==> src/rtl/calc_pkg.sv <==
// Shared definitions for the sequential calculator ALU.
//   CALC_W          default operand/result width
//   OP_CLR..OP_XOR  3-bit opcodes presented on the ope input
//   state_t         controller state encoding (ST_IDLE, ST_MUL)
package calc_pkg;

  localparam int CALC_W = 8;

  localparam logic [2:0] OP_CLR = 3'b000;
  localparam logic [2:0] OP_ADD = 3'b001;
  localparam logic [2:0] OP_SUB = 3'b010;
  localparam logic [2:0] OP_MUL = 3'b011;
  localparam logic [2:0] OP_AND = 3'b100;
  localparam logic [2:0] OP_OR  = 3'b101;
  localparam logic [2:0] OP_NOT = 3'b110;
  localparam logic [2:0] OP_XOR = 3'b111;

  typedef enum logic {
    ST_IDLE = 1'b0,
    ST_MUL  = 1'b1
  } state_t;

endpackage

==> src/rtl/seq_shift_mult.sv <==
// Iterative unsigned shift-add multiplier, one multiplier bit per clock.
// Ports:
//   clk, rst        clock, asynchronous active-high reset (aborts a run)
//   start           load operands and begin; ignored while busy
//   a, b            multiplicand, multiplier (N bits)
//   busy            high while steps remain
//   done            high during the final step's cycle
//   product         2N-bit accumulator value after the current step
// product is the combinational next accumulator so the caller can capture
// the finished result on the same edge as the N-th step.
module seq_shift_mult
  import calc_pkg::*;
#(
  parameter int N = CALC_W
) (
  input  logic           clk,
  input  logic           rst,
  input  logic           start,
  input  logic [N-1:0]   a,
  input  logic [N-1:0]   b,
  output logic           busy,
  output logic           done,
  output logic [2*N-1:0] product
);

  localparam int CW = $clog2(N + 1);

  logic [CW-1:0]  cnt;
  logic [2*N-1:0] mcand;
  logic [2*N-1:0] acc;
  logic [2*N-1:0] acc_next;
  logic [N-1:0]   mplr;
  logic           run;
  logic           last;

  assign last     = run && (cnt == CW'(N - 1));
  assign acc_next = acc + (mplr[0] ? mcand : '0);

  always_ff @(posedge clk or posedge rst) begin
    if (rst) begin
      run   <= 1'b0;
      cnt   <= '0;
      mcand <= '0;
      mplr  <= '0;
      acc   <= '0;
    end else if (start && !run) begin
      run   <= 1'b1;
      cnt   <= '0;
      mcand <= {{N{1'b0}}, a};
      mplr  <= b;
      acc   <= '0;
    end else if (run) begin
      acc   <= acc_next;
      mcand <= mcand << 1;
      mplr  <= mplr >> 1;
      cnt   <= cnt + CW'(1);
      if (last) run <= 1'b0;
    end
  end

  assign busy    = run;
  assign done    = last;
  assign product = acc_next;

endmodule

==> src/rtl/seq_calc_alu.sv <==
// Clocked calculator ALU with accumulator register and start/busy/done
// handshake. Add/sub/logic/clear complete in one cycle; multiply runs
// N steps in seq_shift_mult.
// Ports:
//   clk, rst   clock, asynchronous active-high reset
//   start      request, accepted when idle
//   ope        opcode (see calc_pkg)
//   uas        use saved result res as second operand (NOT: sole operand)
//   in1, in2   operands (N bits)
//   busy       multiply in progress
//   done       one-cycle pulse when res/err were written
//   res        accumulator / last result
//   err        out-of-range flag of the last completed op
// Build option: define SEQ_CALC_SAT_EN to clamp add/mul overflow to all
// ones and sub underflow to zero instead of wrapping.
//
// state   | meaning
// ST_IDLE | waiting for start; single-cycle ops complete here
// ST_MUL  | multiplier stepping, further starts ignored
module seq_calc_alu
  import calc_pkg::*;
#(
  parameter int N = CALC_W
) (
  input  logic         clk,
  input  logic         rst,
  input  logic         start,
  input  logic [2:0]   ope,
  input  logic         uas,
  input  logic [N-1:0] in1,
  input  logic [N-1:0] in2,
  output logic         busy,
  output logic         done,
  output logic [N-1:0] res,
  output logic         err
);

  state_t         state;
  logic [N-1:0]   op_b;
  logic [N:0]     sum;
  logic [N-1:0]   diff;
  logic           borrow;
  logic [N-1:0]   alu_res;
  logic           alu_err;
  logic           m_start;
  logic           m_busy;
  logic           m_done;
  logic [2*N-1:0] m_prod;
  logic           m_ovf;
  logic [N-1:0]   mul_res;

  assign op_b   = uas ? res : in2;
  assign sum    = {1'b0, in1} + {1'b0, op_b};
  assign diff   = in1 - op_b;
  assign borrow = in1 < op_b;

  always_comb begin
    alu_res = '0;
    alu_err = 1'b0;
    case (ope)
      OP_ADD: begin
        alu_err = sum[N];
`ifdef SEQ_CALC_SAT_EN
        alu_res = sum[N] ? '1 : sum[N-1:0];
`else
        alu_res = sum[N-1:0];
`endif
      end
      OP_SUB: begin
        alu_err = borrow;
`ifdef SEQ_CALC_SAT_EN
        alu_res = borrow ? '0 : diff;
`else
        alu_res = diff;
`endif
      end
      OP_AND:  alu_res = in1 & op_b;
      OP_OR:   alu_res = in1 | op_b;
      OP_NOT:  alu_res = ~(uas ? res : in1);
      OP_XOR:  alu_res = in1 ^ op_b;
      default: alu_res = '0;
    endcase
  end

  // Multiplier is only kicked from idle, so a start during busy is dropped.
  assign m_start = start && (state == ST_IDLE) && !m_busy && (ope == OP_MUL);
  assign m_ovf   = |m_prod[2*N-1:N];
`ifdef SEQ_CALC_SAT_EN
  assign mul_res = m_ovf ? '1 : m_prod[N-1:0];
`else
  assign mul_res = m_prod[N-1:0];
`endif

  seq_shift_mult #(.N(N)) u_mult (
    .clk     (clk),
    .rst     (rst),
    .start   (m_start),
    .a       (in1),
    .b       (op_b),
    .busy    (m_busy),
    .done    (m_done),
    .product (m_prod)
  );

  always_ff @(posedge clk or posedge rst) begin
    if (rst) begin
      state <= ST_IDLE;
      res   <= '0;
      err   <= 1'b0;
      done  <= 1'b0;
      busy  <= 1'b0;
    end else begin
      done <= 1'b0;
      case (state)
        ST_IDLE: begin
          if (start) begin
            if (ope == OP_MUL) begin
              state <= ST_MUL;
              busy  <= 1'b1;
            end else begin
              res  <= alu_res;
              err  <= alu_err;
              done <= 1'b1;
            end
          end
        end
        ST_MUL: begin
          if (m_done) begin
            res   <= mul_res;
            err   <= m_ovf;
            done  <= 1'b1;
            busy  <= 1'b0;
            state <= ST_IDLE;
          end
        end
        default: state <= ST_IDLE;
      endcase
    end
  end

endmodule
==> config.mk <==
export PLATFORM = sky130hd
export DESIGN_NAME = seq_calc_alu
export DESIGN_NICKNAME = d
export VERILOG_FILES = /design/src/rtl/calc_pkg.sv /design/src/rtl/seq_shift_mult.sv /design/src/rtl/seq_calc_alu.sv
export SDC_FILE = /design/constraint.sdc
export NUM_CORES = 1
export LEC_CHECK = 0
export BUFFER_PORTS_ARGS = -buffer_cell sky130_fd_sc_hd__buf_2
export CAP_MARGIN = 15
export CORE_MARGIN = 3
export CORE_UTILIZATION = 58
export CTS_CLUSTER_DIAMETER = 200
export DETAILED_ROUTE_END_ITERATION = 6
export PLACE_DENSITY_LB_ADDON = 0.15
export SLEW_MARGIN = 0
export SYNTH_ARGS = -nofsm -noshare
export SYNTH_HDL_FRONTEND = slang
export SYNTH_SLANG_ARGS = --single-unit
==> constraint.sdc <==
create_clock -name clk -period 7.6 [get_ports clk]
set_input_delay 1.52 -clock clk [delete_from_list [all_inputs] [get_ports clk]]
set_output_delay 1.52 -clock clk [all_outputs]
set_load 0.02 [all_outputs]
; ---- After elaboration in Yosys (flattened, before gate mapping)
; Index checks and enable logic that the tools add are counted.
[op_classes]
n_bitwise = 5
n_reduce_logical = 10
order_cmp = 1
add_sub_neg = 4
mux = 35
n_eq_ne = 12
shift = 0
n_mul = 0
div = 0
[ops]
columns = op, n
row1 = 16-bit 2-to-1 mux, 5
row2 = 8-bit 2-to-1 mux, 7
row3 = 8-bit case mux with 6 select lines, 1
row4 = 16-bit adder, 1
row5 = 8-bit case mux with 2 select lines, 1
row6 = 1-bit 2-to-1 mux, 14
row7 = "3-bit == test, second input constant", 4
row8 = 1-bit case mux with 2 select lines, 5
row9 = 8-bit by 8-bit adder with 9-bit output, 1
row10 = 8-bit bitwise AND, 1
row11 = 8-bit < comparator, 1
row12 = 4-bit 2-to-1 mux, 2
row13 = 8-bit inverter, 1
row14 = 8-bit bitwise OR, 1
row15 = 8-bit OR reduction, 1
row16 = 8-bit subtractor, 1
row17 = 8-bit XOR, 1
row18 = "3-bit by 2-bit == test with 1-bit output, second input constant", 2
row19 = 3-bit AND reduction, 2
row20 = 1-bit logical AND, 5
row21 = "4-bit by 1-bit adder with 4-bit output, second input constant", 1
row22 = "4-bit by 3-bit == test with 1-bit output, second input constant", 1
row23 = "2-bit by 1-bit != test with 1-bit output, second input constant", 2
row24 = "2-bit != test, second input constant", 2
row25 = other kinds (4), 4
[totals]
romBits = 0
reg_bits = 57
word_cells = 77
output_inout_bits = 11
ram_bits = 0
in_bits = 23
memories = 0
latch_bits = 0

; ---- Longest topological paths before layout
; Gate-level depths: netlist (run 1).
[logic_depth]
word_depth = 6
depth_mapped = 12

; ---- Modules after synthesis
; Synthesis (run 1) repeated with hierarchy kept, for this count alone.
[unflattened]
hier_cells = 548
area_unflattened_um2 = 4763.3
[modules_own_cells]
columns = module, instances, cells_per_inst, area_each_um2
row1 = seq_shift_mult, 1, 305, 2805.2
row2 = seq_calc_alu, 1, 243, 1958.1

; ---- Worst setup path after synthesis (run 1)
; No wires, ideal clock.
[synth_path]
path_type = input to register
startpoint = in uas
endpoint = reg res[6]
setup_ns = 0.128
setup_slack_ns = 3.528
stages = 12
arrival_ns = 3.944
cell_sequence = buf_2 buf_2 mux2i_1 inv_1 fa_1 a21o_1 a21oi_1 o21bai_1 a21oi_1 xor2_1 a221oi_1 o21ai_1
[synth_between]
elab_chain_len = 6
word_cells_on_any_way = 12
classes_between = add/sub (2) / mux (6) / bitwise (4)
[synth_rtl]
columns = item, line_no
row1 = start: declaration, seq_calc_alu.sv:29  ; input logic uas,
row2 = 8-bit 2-to-1 mux (on tied branches), "seq_calc_alu.sv:52, seq_calc_alu.sv:79"
row3 = 8-bit subtractor (tied with other cells), seq_calc_alu.sv:54  ; assign diff = in1 - op_b;
row4 = 8-bit case mux with 6 select lines *, seq_calc_alu.sv:60  ; case (ope)
row5 = 8-bit 2-to-1 mux *, seq_calc_alu.sv:117  ; if (ope == OP_MUL) begin
row6 = 8-bit 2-to-1 mux *, seq_calc_alu.sv:116  ; if (start) begin
row7 = 8-bit case mux with 2 select lines *, seq_calc_alu.sv:114  ; case (state)
row8 = end signal: assignment, seq_calc_alu.sv:121  ; res <= alu_res;
row9 = end signal: assignment, seq_calc_alu.sv:129  ; res <= mul_res;
row10 = end: declaration, seq_calc_alu.sv:34  ; output logic [N-1:0] res,
; Mark *: on every way between the ends. The rest lies on a longest branch, timed or not. The select of a mux whose other input is x is not followed.
; A chain may end at the register's enable or synchronous reset.

; ---- Worst setup path after layout (run 1)
; Same ends and word-level chain as after synthesis.

==> results.json, run 1 <==
{
  "die_width_um": 94.5,
  "boundaryPins": 34,
  "max_stage_delay_ns": 0.42,
  "core-area_mm2": 0.00741,
  "path_delay_family": "compound AO/OA/AOI/OAI gates",
  "drive_gt1_frac": 0.118,
  "finalHoldViolCount": 0,
  "die_h_um": 94.5,
  "grt_pass1_vias": 3759,
  "setup_ws_ns": 3.47,
  "leakagePower_nw": 2.18,
  "start_kind": "input port",
  "worstPathCellList": "buf_2 -> mux2i_1 -> inv_1 -> ha_1 -> fa_1 -> a21o_1 -> a21oi_1 -> o21bai_1 -> a21oi_1 -> xor2_1 -> a221oi_1 -> o21ai_1",
  "crit_top_cell": "a21oi_1",
  "ys_ff_latch": 57,
  "cts_sinks": 57,
  "cap_viol_max_count": 0,
  "min_period_ns": 4.13,
  "finalNetCount": 634,
  "start_util": 0.613,
  "ys_seq_area_frac": 0.314,
  "vias": 3902,
  "crit_type": "input port to flip-flop",
  "worst-path-buf-inv": 2,
  "wl_per_cell_um": 15.8,
  "numCtsBuffers": 9,
  "syn_area_mm2": 0.00454,
  "status": "finished, final reports clean",
  "worst_path_max_delay_cell": "fa_1",
  "htreeDepth": 3,
  "fin_skew_ns": 0.00686,
  "fin_tns_setup_ns": 0,
  "routed_wl_um": 10500,
  "pre_cts_slack_ns": 3.17,
  "syn_nets": 614,
  "synthArstFlopShare": 1.00,
  "power_w": 0.000704,
  "antenna_left": 0,
  "slew_viol_final": 0,
  "avgSynthCellArea_um2": 8.35,
  "slew_headroom": 0.299,
  "clock_latency_ns": 0.33,
  "worst_setup_path_end_kind": "flip-flop",
  "grt_pass1_wl_um": 17800,
  "overflow": 0,
  "grt_usage": 0.252,
  "finish.utilization": 0.667,
  "fmax_ghz": 0.242,
  "drcViolationCount": 0,
  "final_area_mm2": 0.00494,
  "required_ns": 7.81,
  "final_cell_mix": "nand2_1 (87), dfrtp_1 (56), o21ai_0 (50), ha_1 (44), nor2_1 (43)",
  "cts_hold_buffers": 0,
  "rsz0062_at_grt": "no",
  "multi_input_area_mm2": 0.00291,
  "ys_warn_count": 0,
  "gp_congestion": 0.938,
  "place_area_mm2": 0.00475,
  "rows": 31,
  "final_common_cell": "nand2_1",
  "vdd_drop_max_v": 0.000117,
  "cp_data_arrival_time_ns": 4.33,
  "fin_crit_sh": 0.543,
  "synth_flop_cell": "dfrtp_1",
  "synth_cell_types": 53,
  "setup_violations": 0,
  "num-fill-cells": 642,
  "hp-class": "flip-flop to flip-flop",
  "drt_pass1_iterations": 6,
  "io_buffers": 33,
  "dp_hpwl_um": 7630,
  "clk_pin_slew_worst_paths_ns": 0.06,
  "drt_iter0_markers": 241,
  "die_area_mm2": 0.00893,
  "ctsLongestPathBuffers": 2,
  "crit_fanout": 21,
  "diodes": 0,
  "netlist_instances": 544,
  "cts-resized-gates": 0,
  "powerDensity_mw_per_mm2": 142,
  "tightest_slew_ns": 1.05,
  "grt_max_degree": 83,
  "antenna_found_initial": 0,
  "cts_tree": "built",
  "syn_to_final_growth_pct": 8.79,
  "synth_edf_count": 0,
  "avgViaCountPerCell": 5.84,
  "postCtsSetupRepairBufs": 0,
  "cts-root-buf": "clkbuf_8",
  "seq_area_mm2": 0.00143
}
## per-stage QoR
| stage | instances | hold WS (ns) |
|---|---|---|
| 2_1_floorplan | 544 | 0.451 |
| 3_3_place_gp | 652 | 0.456 |
| 3_5_place_dp | 652 | 0.462 |
| 4_1_cts | 668 | 0.478 |
| 5_1_grt | 668 | 0.519 |
| 6_report | 668 | 0.474 |
## Yosys cell counts (2+ instances only)
cell      count  share of area
nor3b_1       3         0.0050
a22oi_1       4         0.0066
xnor2_1      12          0.023
mux2i_1      21          0.046
and2_1       16          0.022
dfrtp_1      57           0.31
xor2_1       10          0.019
clkbuf_1     18          0.015
buf_2         7         0.0077
a21o_1        8          0.013
o22ai_1       3         0.0041
nand3_1       8         0.0088
nand2b_1      3         0.0041
o211ai_1      2         0.0033
a22o_1        4         0.0077
a211oi_2      3         0.0083
a31oi_1       4         0.0055
a31o_1        2         0.0039
o21bai_1      6         0.0099
o21a_1        2         0.0033
a221oi_1      7          0.013
fa_1          3          0.013
a21oi_1      39          0.043
nor2b_1       5         0.0069
o21ai_1       4         0.0044
buf_1         2         0.0017
nor3_1        8         0.0088
o21ai_0      50          0.055
a32oi_1       2         0.0039
and3_1        2         0.0028
mux4_2        3          0.015
inv_1        27          0.022
nand2_1      87          0.072
ha_1         44           0.12
a211oi_1      8          0.013
nor2_1       43          0.036
## sequential cells by signal, summed over array words and instances (netlist names)
name          count
err               1
u_mult.busy       1
done              1
u_mult.cnt        4
u_mult.mplr       8
state             1
u_mult.mcand     16
u_mult.acc       16
res               8
busy              1
## power breakdown
part | internal [W] | switching (W) | leakage [nW]
Combinational | 0.0000510 | 0.0000767 | 1.51
Clock | 0.000144 | 0.000120 | 0.0984
Sequential | 0.000307 | 0.00000469 | 0.580
## final cells by class
class | count | area share
inverters | 27 | 0.0205
flip-flops and latches | 57 | 0.289
multi-input cells | 433 | 0.589
clock buffers | 12 | 0.0334
clock inverters | 4 | 0.00532
repair buffers | 36 | 0.0380
well taps | 99 | 0.0251
## path summary, 6_finish.rpt
| path | slack (ns) | start | to | depth (start not counted) |
|---|---|---|---|---|
| setup / recovery | 3.47 | uas | res[6]$_DFFE_PP0P_ | 12 |
| hold / removal | 0.47 | busy$_DFFE_PP0P_ | busy$_DFFE_PP0P_ | 2 |
| setup reg to reg | 4.34 | u_mult.mplr[0]$_DFFE_PP0P_ | err$_DFFE_PP0P_ | 10 |
| hold reg to reg | 0.47 | busy$_DFFE_PP0P_ | busy$_DFFE_PP0P_ | 2 |
| max in group asynchronous | 5.72 | rst | u_mult.busy$_DFF_PP0_ | 3 |
| min in group asynchronous | 1.38 | rst | u_mult.mplr[1]$_DFFE_PP0P_ | 3 |
## cells by family (layout without fill, tap and decap cells)
family,count (synthesis),after routing,synth area share
buf+inv,54,79,0.0466
compound gates,159,159,0.224
xor+xnor,22,22,0.0424
simple gates,181,181,0.177
fa+ha+maj,47,47,0.134
mux,24,24,0.0612
flops,57,57,0.314
## worst min-delay path, delay by kind of cell (launching register included)
| kind | cells | cell delay [ns] |
|---|---|---|
| AND/OR/NAND/NOR | 2 | 0.10 |
| flip-flops | 1 | 0.34 |
## per-layer routing
| layer | share of wire | GRT usage | vias to the layer above |
|---|---|---|---|
| met1 | 0.46 | 0.347 | 1839 |
| met3 | 0.049 | 0.0446 | 18 |
| met5 | 0 | 0 | - |
| met4 | 0.017 | 0.0733 | 0 |
| met2 | 0.47 | 0.407 | 98 |
| li1 | - | - | 1947 |
Note: power is estimated with default switching activity, not from simulation.
==> run 2, diff against run 1 <==
==> constraint.sdc (replaced) <==
create_clock -name clk -period 4.2 [get_ports clk]
set_input_delay 0.84 -clock clk [delete_from_list [all_inputs] [get_ports clk]]
set_output_delay 0.84 -clock clk [all_outputs]
set_load 0.02 [all_outputs]
==> results.json, run 2 (synthesized netlist as in run 1, its figures left out) <==
{
  "status": "finished, final reports clean",
  "drt_iter0_markers": 226,
  "diodes": 0,
  "min_period_ns": 3.19,
  "boundaryPins": 34,
  "rsz0062_at_grt": "no",
  "cap_viol_max_count": 0,
  "clock_latency_ns": 0.34,
  "path_delay_family": "compound AO/OA/AOI/OAI gates",
  "die_width_um": 94.5,
  "finalNetCount": 636,
  "overflow": 0,
  "antenna_found_initial": 0,
  "final_common_cell": "nand2_1",
  "start_kind": "flip-flop",
  "grt_usage": 0.260,
  "cp_data_arrival_time_ns": 3.39,
  "rows": 31,
  "cts_hold_buffers": 0,
  "postCtsSetupRepairBufs": 0,
  "crit_top_cell": "a211oi_2",
  "htreeDepth": 3,
  "cts_sinks": 57,
  "drcViolationCount": 0,
  "start_util": 0.613,
  "cts_tree": "built",
  "vdd_drop_max_v": 0.000231,
  "syn_to_final_growth_pct": 8.76,
  "worst-path-buf-inv": 0,
  "hp-class": "input port to asynchronous set/reset pin",
  "worstPathCellList": "and2_1 -> ha_1 -> fa_1 -> a211oi_2 -> o211ai_1 -> a32oi_1 -> o21ai_1 -> xor2_1 -> a211oi_2 -> a31oi_1",
  "finalHoldViolCount": 0,
  "dp_hpwl_um": 7990,
  "leakagePower_nw": 2.18,
  "ctsLongestPathBuffers": 2,
  "reg_top3": "u_mult.acc (16), u_mult.mcand (16)",
  "crit_fanout": 17,
  "die_area_mm2": 0.00893,
  "die_h_um": 94.5,
  "wl_per_cell_um": 16.1,
  "crit_type": "flip-flop to flip-flop",
  "fin_skew_ns": 0.00970,
  "max_stage_delay_ns": 0.57,
  "tightest_slew_ns": 0.693,
  "drt_pass1_iterations": 4,
  "vias": 3952,
  "final_cell_mix": "nand2_1 (87), dfrtp_1 (56), o21ai_0 (50), ha_1 (44), nor2_1 (43)",
  "gp_congestion": 0.962,
  "powerDensity_mw_per_mm2": 257,
  "routed_wl_um": 10800,
  "required_ns": 4.41,
  "fin_crit_sh": 0.759,
  "io_buffers": 33,
  "slew_viol_final": 0,
  "core-area_mm2": 0.00741,
  "clk_pin_slew_worst_paths_ns": 0.07,
  "fmax_ghz": 0.314,
  "avgViaCountPerCell": 5.90,
  "drive_gt1_frac": 0.116,
  "cts-root-buf": "clkbuf_8",
  "grt_pass1_vias": 3889,
  "numCtsBuffers": 9,
  "power_w": 0.00127,
  "grt_pass1_wl_um": 18200,
  "fin_tns_setup_ns": 0,
  "setup_violations": 0,
  "worst_setup_path_end_kind": "flip-flop",
  "worst_path_max_delay_cell": "dfrtp_1",
  "grt_max_degree": 83,
  "slew_headroom": 0.538,
  "cts-resized-gates": 0,
  "antenna_left": 0
}
==> run 2: cell types whose count changed in the layout (fill, tap and decap cells not counted) <==
| cell | before | now |
|---|---|---|
| clkbuf_8 | 12 | 11 |
| buf_4 | 3 | 5 |
| clkbuf_1 | 0 | 3 |
| clkinv_4 | 1 | 0 |
| clkinv_2 | 2 | 1 |
==> run 2: where the power goes <==
part	switching [W]	leakage (nW)	internal [W]
sequential	0.00000903	0.580	0.000555
clock	0.000224	0.0867	0.000246
combinational	0.000142	1.52	0.0000932
==> run 2: stage by stage <==
stage | cells | utilization | area, um2 | worst slack, ns | hold slack [ns]
5_1_grt | 670 | 0.667 | 4940 | 0.783 | 0.518
3_5_place_dp | 654 | 0.643 | 4760 | 0.733 | 0.473
3_3_place_gp | 654 | 0.643 | 4760 | 0.869 | 0.456
4_1_cts | 670 | 0.667 | 4940 | 0.996 | 0.491
6_report | 670 | 0.667 | 4940 | 1.01 | 0.480
2_1_floorplan | 544 | - | 4540 | 0.808 | 0.451
==> run 2: path summary, 6_finish.rpt <==
path | start | to | slack, ns | depth (start not counted)
worst max-delay path | u_mult.mplr[0]$_DFFE_PP0P_ | err$_DFFE_PP0P_ | 1.01 | 10
worst min-delay path | rst | u_mult.cnt[2]$_DFFE_PP0P_ | 0.48 | 2
worst max register to register | u_mult.mplr[0]$_DFFE_PP0P_ | err$_DFFE_PP0P_ | 1.01 | 10
worst min register to register | busy$_DFFE_PP0P_ | busy$_DFFE_PP0P_ | 0.48 | 2
max in group asynchronous | rst | u_mult.mcand[9]$_DFFE_PP0P_ | 2.87 | 3
min in group clk | busy$_DFFE_PP0P_ | busy$_DFFE_PP0P_ | 0.48 | 2
==> run 2: area by class of cell <==
cell class	count	area [um2]
sequential	57	1430
tap	99	124
timing repair buffer	38	203
multi-input combinational	433	2910
fill	632	2470
clock buffer	14	163
clock inverter	2	12.5
inverter	27	101
==> run 2: layer usage <==
layer  global-route usage  part of all wire  vias to the layer above  routed length (um)
met1                0.350              0.47                     1867                5020
met4                0.121             0.023                        0                 243
met5                    0                 0                        -                   0
met2                0.407              0.46                      108                4930
met3               0.0486             0.052                       27                 555
li1                     -                 -                     1950                   -
